**config.mk**
```make
export PLATFORM = sky130hd
export DESIGN_NAME = clink_pixel_packer
export DESIGN_NICKNAME = d
export VERILOG_FILES = /design/src/rtl/clink_pixel_packer.sv
export SDC_FILE = /design/constraint.sdc
export NUM_CORES = 2
export LEC_CHECK = 0
export BUFFER_PORTS_ARGS = -buffer_cell sky130_fd_sc_hd__buf_4
export CAP_MARGIN = 15
export CORE_UTILIZATION = 55
export CTS_BUF_LIST = sky130_fd_sc_hd__clkbuf_16
export DETAILED_ROUTE_END_ITERATION = 8
export PLACE_DENSITY = 0.73
export SLEW_MARGIN = 20
export SYNTH_ARGS = -nofsm -noshare
export SYNTH_HDL_FRONTEND = slang
export SYNTH_SLANG_ARGS = --single-unit
```
**constraint.sdc**
```tcl
create_clock -name px_clk -period 22.9 [get_ports px_clk]
set_input_delay 2.29 -clock px_clk [delete_from_list [all_inputs] [get_ports px_clk]]
set_output_delay 2.29 -clock px_clk [all_outputs]
set_load 0.05 [all_outputs]
```
**src/rtl/clink_pixel_packer.sv**
```systemverilog
// Camera Link pixel packer: packs accepted 3-tap pixel bytes into wide words,
// buffers them in a first-word-fall-through FIFO, and reports per-frame statistics.
module clink_pixel_packer #(
  parameter int DATA_WIDTH      = 128,
  parameter int BYTES_PER_WORD  = DATA_WIDTH/8,
  parameter int FIFO_DEPTH      = 16,
  parameter int FIFO_ADDR_WIDTH = 4
) (
  input  logic                  px_clk,
  input  logic                  reset,
  input  logic                  capture_en,
  input  logic [7:0]            d0,
  input  logic [7:0]            d1,
  input  logic [7:0]            d2,
  input  logic                  fval,
  input  logic                  lval,
  input  logic                  dval,
  output logic [DATA_WIDTH-1:0] m_data,
  output logic                  m_last,
  output logic                  m_valid,
  input  logic                  m_ready,
  output logic                  image_end,
  output logic                  frame_active,
  output logic                  overflow,
  output logic [15:0]           last_lines,
  output logic [31:0]           last_bytes,
  output logic [15:0]           frame_count
);
  localparam int BPW = BYTES_PER_WORD;
  localparam int CW  = $clog2(BPW) + 1;
  localparam int AW  = FIFO_ADDR_WIDTH;

  typedef enum logic [1:0] {IDLE, ACTIVE, FLUSH_HOLD, FLUSH_PART} state_t;

  state_t                 state_q, state_d;
  logic                   fval_q, lval_q;
  logic [BPW-1:0][7:0]    acc_q, acc_d;
  logic [CW-1:0]          acc_cnt_q, acc_cnt_d;
  logic [BPW-1:0][7:0]    hold_q, hold_d;
  logic                   hold_vld_q, hold_vld_d;
  logic [15:0]            lines_q, lines_d;
  logic [31:0]            bytes_q, bytes_d;
  logic [15:0]            last_lines_q, last_bytes_hi_unused;
  logic [31:0]            last_bytes_q;
  logic [15:0]            frame_count_q;
  logic                   overflow_q;

  logic                   rise, fall, accept, line_rise, start, finish;
  logic                   wr_en, wr_last;
  logic [DATA_WIDTH-1:0]  wr_data;
  logic [BPW+2:0][7:0]    ext;
  logic [BPW-1:0][7:0]    rem;
  int                     acc_n, sum;
  logic                   word_done;

  assign rise      = fval & ~fval_q;
  assign fall      = ~fval & fval_q;
  assign accept    = fval & lval & dval;
  assign line_rise = lval & ~lval_q & fval;
  assign start     = (state_q == IDLE) & rise & capture_en;
  assign finish    = (state_q == FLUSH_PART);
  assign last_bytes_hi_unused = '0;

  // Append the three taps after the valid accumulator bytes; everything above stays zero.
  always_comb begin
    acc_n = int'(acc_cnt_q);
    sum   = acc_n + 3;
    ext   = '0;
    for (int i = 0; i < BPW + 3; i++) begin
      if (i < acc_n && i < BPW) ext[i] = acc_q[i];
      else if (i == acc_n)      ext[i] = d0;
      else if (i == acc_n + 1)  ext[i] = d1;
      else if (i == acc_n + 2)  ext[i] = d2;
    end
    word_done = (sum >= BPW);
    rem       = '0;
    rem[2:0]  = ext[BPW+2:BPW];
  end

  always_comb begin
    state_d    = state_q;
    acc_d      = acc_q;
    acc_cnt_d  = acc_cnt_q;
    hold_d     = hold_q;
    hold_vld_d = hold_vld_q;
    lines_d    = lines_q;
    bytes_d    = bytes_q;
    wr_en      = 1'b0;
    wr_last    = 1'b0;
    wr_data    = hold_q;
    case (state_q)
      IDLE: begin
        if (start) begin
          state_d    = ACTIVE;
          acc_d      = '0;
          acc_cnt_d  = '0;
          hold_vld_d = 1'b0;
          lines_d    = '0;
          bytes_d    = '0;
        end
      end
      ACTIVE: begin
        if (accept) begin
          bytes_d = (bytes_q >= 32'hFFFF_FFFD) ? 32'hFFFF_FFFF : bytes_q + 32'd3;
          if (word_done) begin
            // A previously held word is only known not to be the last once this one completes.
            wr_en      = hold_vld_q;
            hold_d     = ext[BPW-1:0];
            hold_vld_d = 1'b1;
            acc_d      = rem;
            acc_cnt_d  = CW'(sum - BPW);
          end else begin
            acc_d     = ext[BPW-1:0];
            acc_cnt_d = CW'(sum);
          end
        end
        if (line_rise && lines_q != 16'hFFFF) lines_d = lines_q + 16'd1;
        if (fall) state_d = FLUSH_HOLD;
      end
      FLUSH_HOLD: begin
        wr_en      = hold_vld_q;
        wr_last    = (acc_cnt_q == '0);
        hold_vld_d = 1'b0;
        state_d    = FLUSH_PART;
      end
      default: begin
        wr_en     = (acc_cnt_q != '0);
        wr_data   = acc_q;
        wr_last   = 1'b1;
        acc_d     = '0;
        acc_cnt_d = '0;
        state_d   = IDLE;
      end
    endcase
  end

  // Output FIFO with an extra pointer bit to tell full from empty.
  logic [DATA_WIDTH:0]  mem_q [FIFO_DEPTH];
  logic [AW:0]          wptr_q, rptr_q;
  logic                 empty, full, pop, push, drop;
  logic [DATA_WIDTH:0]  rd_word;

  assign empty   = (wptr_q == rptr_q);
  assign full    = (wptr_q[AW] != rptr_q[AW]) && (wptr_q[AW-1:0] == rptr_q[AW-1:0]);
  assign pop     = ~empty & m_ready;
  assign push    = wr_en & (~full | pop);
  assign drop    = wr_en & full & ~pop;
  assign rd_word = mem_q[rptr_q[AW-1:0]];

  always_ff @(posedge px_clk) begin
    if (push) mem_q[wptr_q[AW-1:0]] <= {wr_last, wr_data};
  end

  always_ff @(posedge px_clk or posedge reset) begin
    if (reset) begin
      state_q       <= IDLE;
      fval_q        <= 1'b0;
      lval_q        <= 1'b0;
      acc_q         <= '0;
      acc_cnt_q     <= '0;
      hold_q        <= '0;
      hold_vld_q    <= 1'b0;
      lines_q       <= '0;
      bytes_q       <= '0;
      last_lines_q  <= '0;
      last_bytes_q  <= '0;
      frame_count_q <= '0;
      overflow_q    <= 1'b0;
      wptr_q        <= '0;
      rptr_q        <= '0;
    end else begin
      state_q    <= state_d;
      fval_q     <= fval;
      lval_q     <= lval;
      acc_q      <= acc_d;
      acc_cnt_q  <= acc_cnt_d;
      hold_q     <= hold_d;
      hold_vld_q <= hold_vld_d;
      lines_q    <= lines_d;
      bytes_q    <= bytes_d;
      if (finish) begin
        last_lines_q  <= lines_q;
        last_bytes_q  <= bytes_q;
        frame_count_q <= frame_count_q + 16'd1;
      end
      if (start)     overflow_q <= 1'b0;
      else if (drop) overflow_q <= 1'b1;
      if (push) wptr_q <= wptr_q + 1'b1;
      if (pop)  rptr_q <= rptr_q + 1'b1;
    end
  end

  assign m_valid      = ~empty;
  assign m_data       = m_valid ? rd_word[DATA_WIDTH-1:0] : '0;
  assign m_last       = m_valid & rd_word[DATA_WIDTH];
  assign image_end    = finish;
  assign frame_active = (state_q != IDLE);
  assign overflow     = overflow_q;
  assign last_lines   = last_lines_q | last_bytes_hi_unused;
  assign last_bytes   = last_bytes_q;
  assign frame_count  = frame_count_q;
endmodule

```
=== Word level (Yosys, flattened, before mapping) ===
Memories as Yosys holds them, arrays and structs flattened.
Index checks and enable logic that the tools add are counted.

* Output and inout bits: 197
* Memories kept: 1
* Logic and storage cells: 285
* Flip-flop bits (word level): 389
* Input bits: 31
* Memory bits (writable): 2064

* Reduce and logical (&&, ||, !) cells: 20
* Order comparisons: 18
* Eq/ne operators: 66
* Bitwise operators: 21
* $add $sub $neg: 9
* Mux-type cells: 105

{| class="wikitable"
|+ Memories
! name !! words !! width !! rd ports !! clocked after Yosys merged registers in !! write ports !! RTL line !! RTL
|-
| mem_q || 16 || 129 || 1 || 0 || 1 || 138 || <nowiki>logic [DATA_WIDTH:0] mem_q [FIFO_DEPTH];</nowiki>
|}

{| class="wikitable"
|+ Operators with widths
! operator !! count
|-
| $mux 128 || 5
|-
| $mux 8 || 73
|-
| $eq 5x32->1 const A || 16
|-
| $pmux 128 s3 || 1
|-
| $eq 4x32->1 const A || 8
|-
| $eq 3x32->1 const A || 4
|-
| $eq 6x32->1 const A || 4
|-
| $mux 32 || 3
|-
| $eq 2x32->1 const A || 2
|-
| $logic_not 32->1 || 2
|-
| $pmux 32 s2 || 1
|-
| $eq 5x5->1 const A || 11
|-
| $lt 4x5->1 const A || 8
|-
| $add 16x1->16 const B || 2
|-
| $add 32x2->32 const B || 1
|-
| $ge 32x32->1 const B || 1
|-
| $mux 16 || 2
|-
| $pmux 16 s2 || 1
|-
| $eq 4x5->1 const A || 4
|-
| $lt 3x5->1 const A || 4
|-
| $ne 16x16->1 const B || 1
|-
| $mux 5 || 3
|-
| $pmux 5 s3 || 1
|-
| $and 1x1->1 || 13
|-
| 34 further kinds || 68
|}

=== Longest topological paths before layout ===
* Depth after elaboration: 9
* Gate-level depth with buffers: 12
* Mapped depth without buffers: 9

=== Least setup slack after synthesis ===
No wires, ideal clock.

* Path type: input to register
* From: input port dval
* To: memory mem_q[3][0] in the netlist's numbering, enable pin
* Required time: 22125 ps
* Arrival time: 11945 ps
* Path buffers: 1
* Slack: 10180 ps
* Setup time: 775 ps
* Stages: 7
* Path through: nand3_1 -> nor2_1 -> nand4_1 -> a31oi_1 -> clkbuf_1 -> nand2_1 -> nor3_1

* Cells in the longest elaborated chain, start to end: 6

{| class="wikitable"
|+ Ends and longest elaborated chain
! what !! RTL line !! RTL
|-
| start, declared || 17 || <nowiki>input logic dval,</nowiki>
|-
| $and 1x1->1 || 58 || <nowiki>assign accept = fval & lval & dval;</nowiki>
|-
| $mux 1 || 103 || <nowiki>if (accept) begin</nowiki>
|-
| $pmux 1 s3 || 91 || <nowiki>case (state_q)</nowiki>
|-
| $and 1x1->1 || 146 || <nowiki>assign push = wr_en & (~full | pop);</nowiki>
|-
| $mux 1 || 151 || <nowiki>if (push) mem_q[wptr_q[AW-1:0]] <= {wr_last, wr_data};</nowiki>
|-
| $mux 1 (not written as such) || 151 ||
|-
| end, declared || 138 ||
|}

No other way between the ends.

=== Final worst setup path ===
* From: register rptr_q[0]
* To: output port m_data[36]

* Cells in the longest elaborated chain, start to end: 2
* Elaborated cells on any way between the ends: 3
* Classes of those cells: 1 x eq/ne; 1 x mux; 1 x memory

{| class="wikitable"
|+ Ends and longest elaborated chain
! what !! RTL line !! RTL
|-
| start, declared || 139 || <nowiki>logic [AW:0] wptr_q, rptr_q;</nowiki>
|-
| start signal, assigned || 189 || <nowiki>if (pop) rptr_q <= rptr_q + 1'b1;</nowiki>
|-
| $mem_v2 16x129 / $eq 5x5->1 (equally long branches) || n/a ||
|-
| $mux 128 (*) || 194 || <nowiki>assign m_data = m_valid ? rd_word[DATA_WIDTH-1:0] : '0;</nowiki>
|-
| end, declared || 18 || <nowiki>output logic [DATA_WIDTH-1:0] m_data,</nowiki>
|}

Every way passes the cells marked *; elsewhere a longest branch is shown, timed or not.

==> flow_metrics.env <==
export IMPL_synth_top_cell_area_share_pct=61.90
export IMPL_cts_sinks=2453
export IMPL_worst_ir_drop_vdd_v=0.0001075
export IMPL_end_kind="primary output"
export IMPL_syn_nets=5471
export IMPL_setup_viol=0
export IMPL_synth_distinct_cells=71
export IMPL_cp_data_required_time_ns=20.61
export IMPL_grt_pass1_vias=53877
export IMPL_cp_start_kind="register"
export IMPL_async_reset_ff_share_pct=15.86
export IMPL_coreArea_um2=180700
export IMPL_antenna_left=0
export IMPL_grt_pass1_wl_um=358500
export IMPL_worst_pin_slew_ns=1.161
export IMPL_num_io_pins=228
export IMPL_clockBufferDepth=3
export IMPL_hold_buffers=0
export IMPL_synth_cell_area_um2=100100
export IMPL_max_cap_viol_count=0
export IMPL_criticalPathCategory="reg2out"
export IMPL_cts_tree="done"
export IMPL_grt_use_total_pct=26.41
export IMPL_start_util_pct=55.40
export IMPL_cpPeakStageDelay_ns=0.91
export IMPL_finalNetCount=5686
export IMPL_vias_per_cell=6.535
export IMPL_relSlewSlack_pct=21.97
export IMPL_crit_family="buffers and inverters"
export IMPL_fill_cells=12439
export IMPL_hold_start="hold_q[56]"
export IMPL_via_count=53645
export IMPL_hold_viol=0
export IMPL_reg2reg_from="state_q[1]"
export IMPL_synth_top_area_cell="edfxtp_1"
export IMPL_ys_seq_elements=2453
export IMPL_max_freq_mhz=114.3
export IMPL_path_cells="buf_4 > buf_4 > buf_4 > buf_4 > buf_16 > mux4_2 > mux4_2 > nor2b_1 > buf_4"
export IMPL_wl_um=243100
export IMPL_tns_ns=0
export IMPL_crit_path_frequent_cell="buf_4"
export IMPL_post_cts_setup_buffers=0
export IMPL_cts_resized=0
export IMPL_path_max_fanout=47
export IMPL_crit_arrival_ns=6.46
export IMPL_clk_latency_ns=0.90
export IMPL_period_minus_slack_ns=8.752
export IMPL_syn_to_final_growth_pct=11.94
export IMPL_cts_inserted_buffers=231
export IMPL_clk_pin_slew_ns=0.06
export IMPL_critPathBufInv=6
export IMPL_synth_avg_cell_area_um2=18.50
export IMPL_cts_root_buf="clkbuf_16"
export IMPL_synth_edf_count=2064
export IMPL_synthCells=5414
export IMPL_die_h_um=428.7
export IMPL_routabilityCongestion=0.9774
export IMPL_ys_seq_area_share_pct=71.62
export IMPL_io_buffers=227
export IMPL_pwr_density_cell_nw_per_um2=116.5
export IMPL_fp_dieW_um=428.7
export IMPL_rsz0062_at_grt="false"
export IMPL_power_mw=13.05
export IMPL_hold_class="reg2reg"
export IMPL_leakage_nw=38.06
export IMPL_crit_slowest_cell="dfrtp_4"
export IMPL_drc=0
export IMPL_layout_drive_gt1_share_pct=26.63
export IMPL_fin_skew_ns=0.05177
export IMPL_drt_initial_drc_count=6081
export IMPL_rows=156
export IMPL_synthTopCellsByArea="edfxtp_1 (62%), mux4_2 (15%), dfrtp_1 (9.7%)"
export IMPL_synth_top_flop_cell="edfxtp_1"
export IMPL_final_cell_mix="edfxtp_1 (2,064), mux4_2 (645), dfrtp_1 (385)"
export IMPL_slew_violations=0
export IMPL_hpwl_um=132500
export IMPL_gr_total_overflow=0
export IMPL_startpoint="rptr_q[0]"
export IMPL_wire_per_inst_um=29.62
export IMPL_final_common_cell="edfxtp_1"
export IMPL_drtPass1Iterations=8
export IMPL_outcome="complete, no violations"
export IMPL_htreeDepth=4
export IMPL_synth_warning_count=0
export IMPL_dieArea_um2=183800
export IMPL_post_route_period_util_pct=38.22
export IMPL_antenna_found_initial=8
export IMPL_grt_max_degree=150
[synthesized netlist by cell type, drive strengths merged (64+ instances only)]
cell type,instances
a221oi,64
buf,104
mux2,178
nand3,67
nor2b,151
nand2,334
edfxtp,2064
dfrtp,389
clkbuf,233
nor2,175
a21oi,160
o21ai,260
mux4,645
[sequential cells by signal (all words and copies together), names as in the netlist]
signal	count
lval_q	1
rptr_q	5
overflow	1
wptr_q	5
hold_vld_q	1
last_bytes	32
frame_count	16
state_q	2
fval_q	1
lines_q	16
acc_cnt_q	5
mem_q	2064
hold_q	128
acc_q	128
bytes_q	32
last_lines	16
[metal layers]
layer,track usage (%),vias to the layer above,share of wire [%]
met5,0,-,0
met4,7.210,0,2.5
met3,4.321,394,7.8
met2,43.76,2593,50
met1,36.67,28239,39
li1,-,22419,-
[where the power goes]
part | switching [mW] | internal, mW | leakage, nW | total, mW
clock | 1.68 | 2.19 | 3.91 | 3.87
combinational | 2.53 | 1.58 | 10.1 | 4.11
sequential | 0.129 | 4.94 | 24.0 | 5.07
[path summary, 6_finish.rpt]
check / cells past startpoint / to / slack (ns)
worst max register to register: 10 / mem_q[4][53] / 17.20
worst max-delay path: 9 / m_data[36] / 14.15
max in group asynchronous: 5 / hold_q[42] / 18.48
min in group asynchronous: 2 / lines_q[6] / 1.58
worst min register to register: 2 / hold_q[56] / 0.47
worst min-delay path: 2 / hold_q[56] / 0.47
[per-stage QoR]
step | setup WS, ns | util [%] | hold slack, ns | instances | cell area [um^2]
after floorplan | 9.797 | - | 0.4460 | 5414 | 100100
final | 14.15 | 62.02 | 0.4734 | 8209 | 112100
after CTS | 13.60 | 61.98 | 0.4800 | 8200 | 112000
after global routing | 13.56 | 62.02 | 0.5030 | 8209 | 112100
after detailed placement | 14.59 | 57.72 | 0.4662 | 7765 | 104300
after global placement | 14.62 | 57.72 | 0.4570 | 7765 | 104300
[cells by family (layout without fill, tap and decap cells)]
logic type               count (synthesis)  count (layout)  synth area share [%]
AO/OA/AOI/OAI                          764             764                 5.079
multiplexers                           843             843                 16.71
buffers and inverters                  377             794                 1.522
adder cells (fa/ha/maj)                 26              26                0.3249
AND/OR/NAND/NOR                        910             910                 4.381
XOR/XNOR                                41              41                0.3661
flip-flops                            2453            2453                 71.62
other                                    0               8                     0
[worst register-to-register path: stages, from the launching register on]
cell and delay (ns):
dfrtp_1 0.42, inv_1 0.12, ha_1 0.64, inv_1 0.43, nor2_1 0.71, nand4_1 0.26
a31oi_1 0.23, buf_4 0.28, and3_4 0.70, buf_4 0.68, buf_4 0.79
[area by class of cell]
class,instances,area (um^2),area share (%)
Antenna cell,8,20.02,0.01786
Inverter,40,157.7,0.1406
Tap cell,2370,2965,2.646
Clock inverter,202,1862,1.661
Multi-Input combinational cell,2584,27050,24.13
Clock buffer,233,5831,5.202
Sequential cell,2453,71730,63.99
Timing Repair Buffer,319,2472,2.206
No activity file was read; power rests on OpenSTA's default activity.
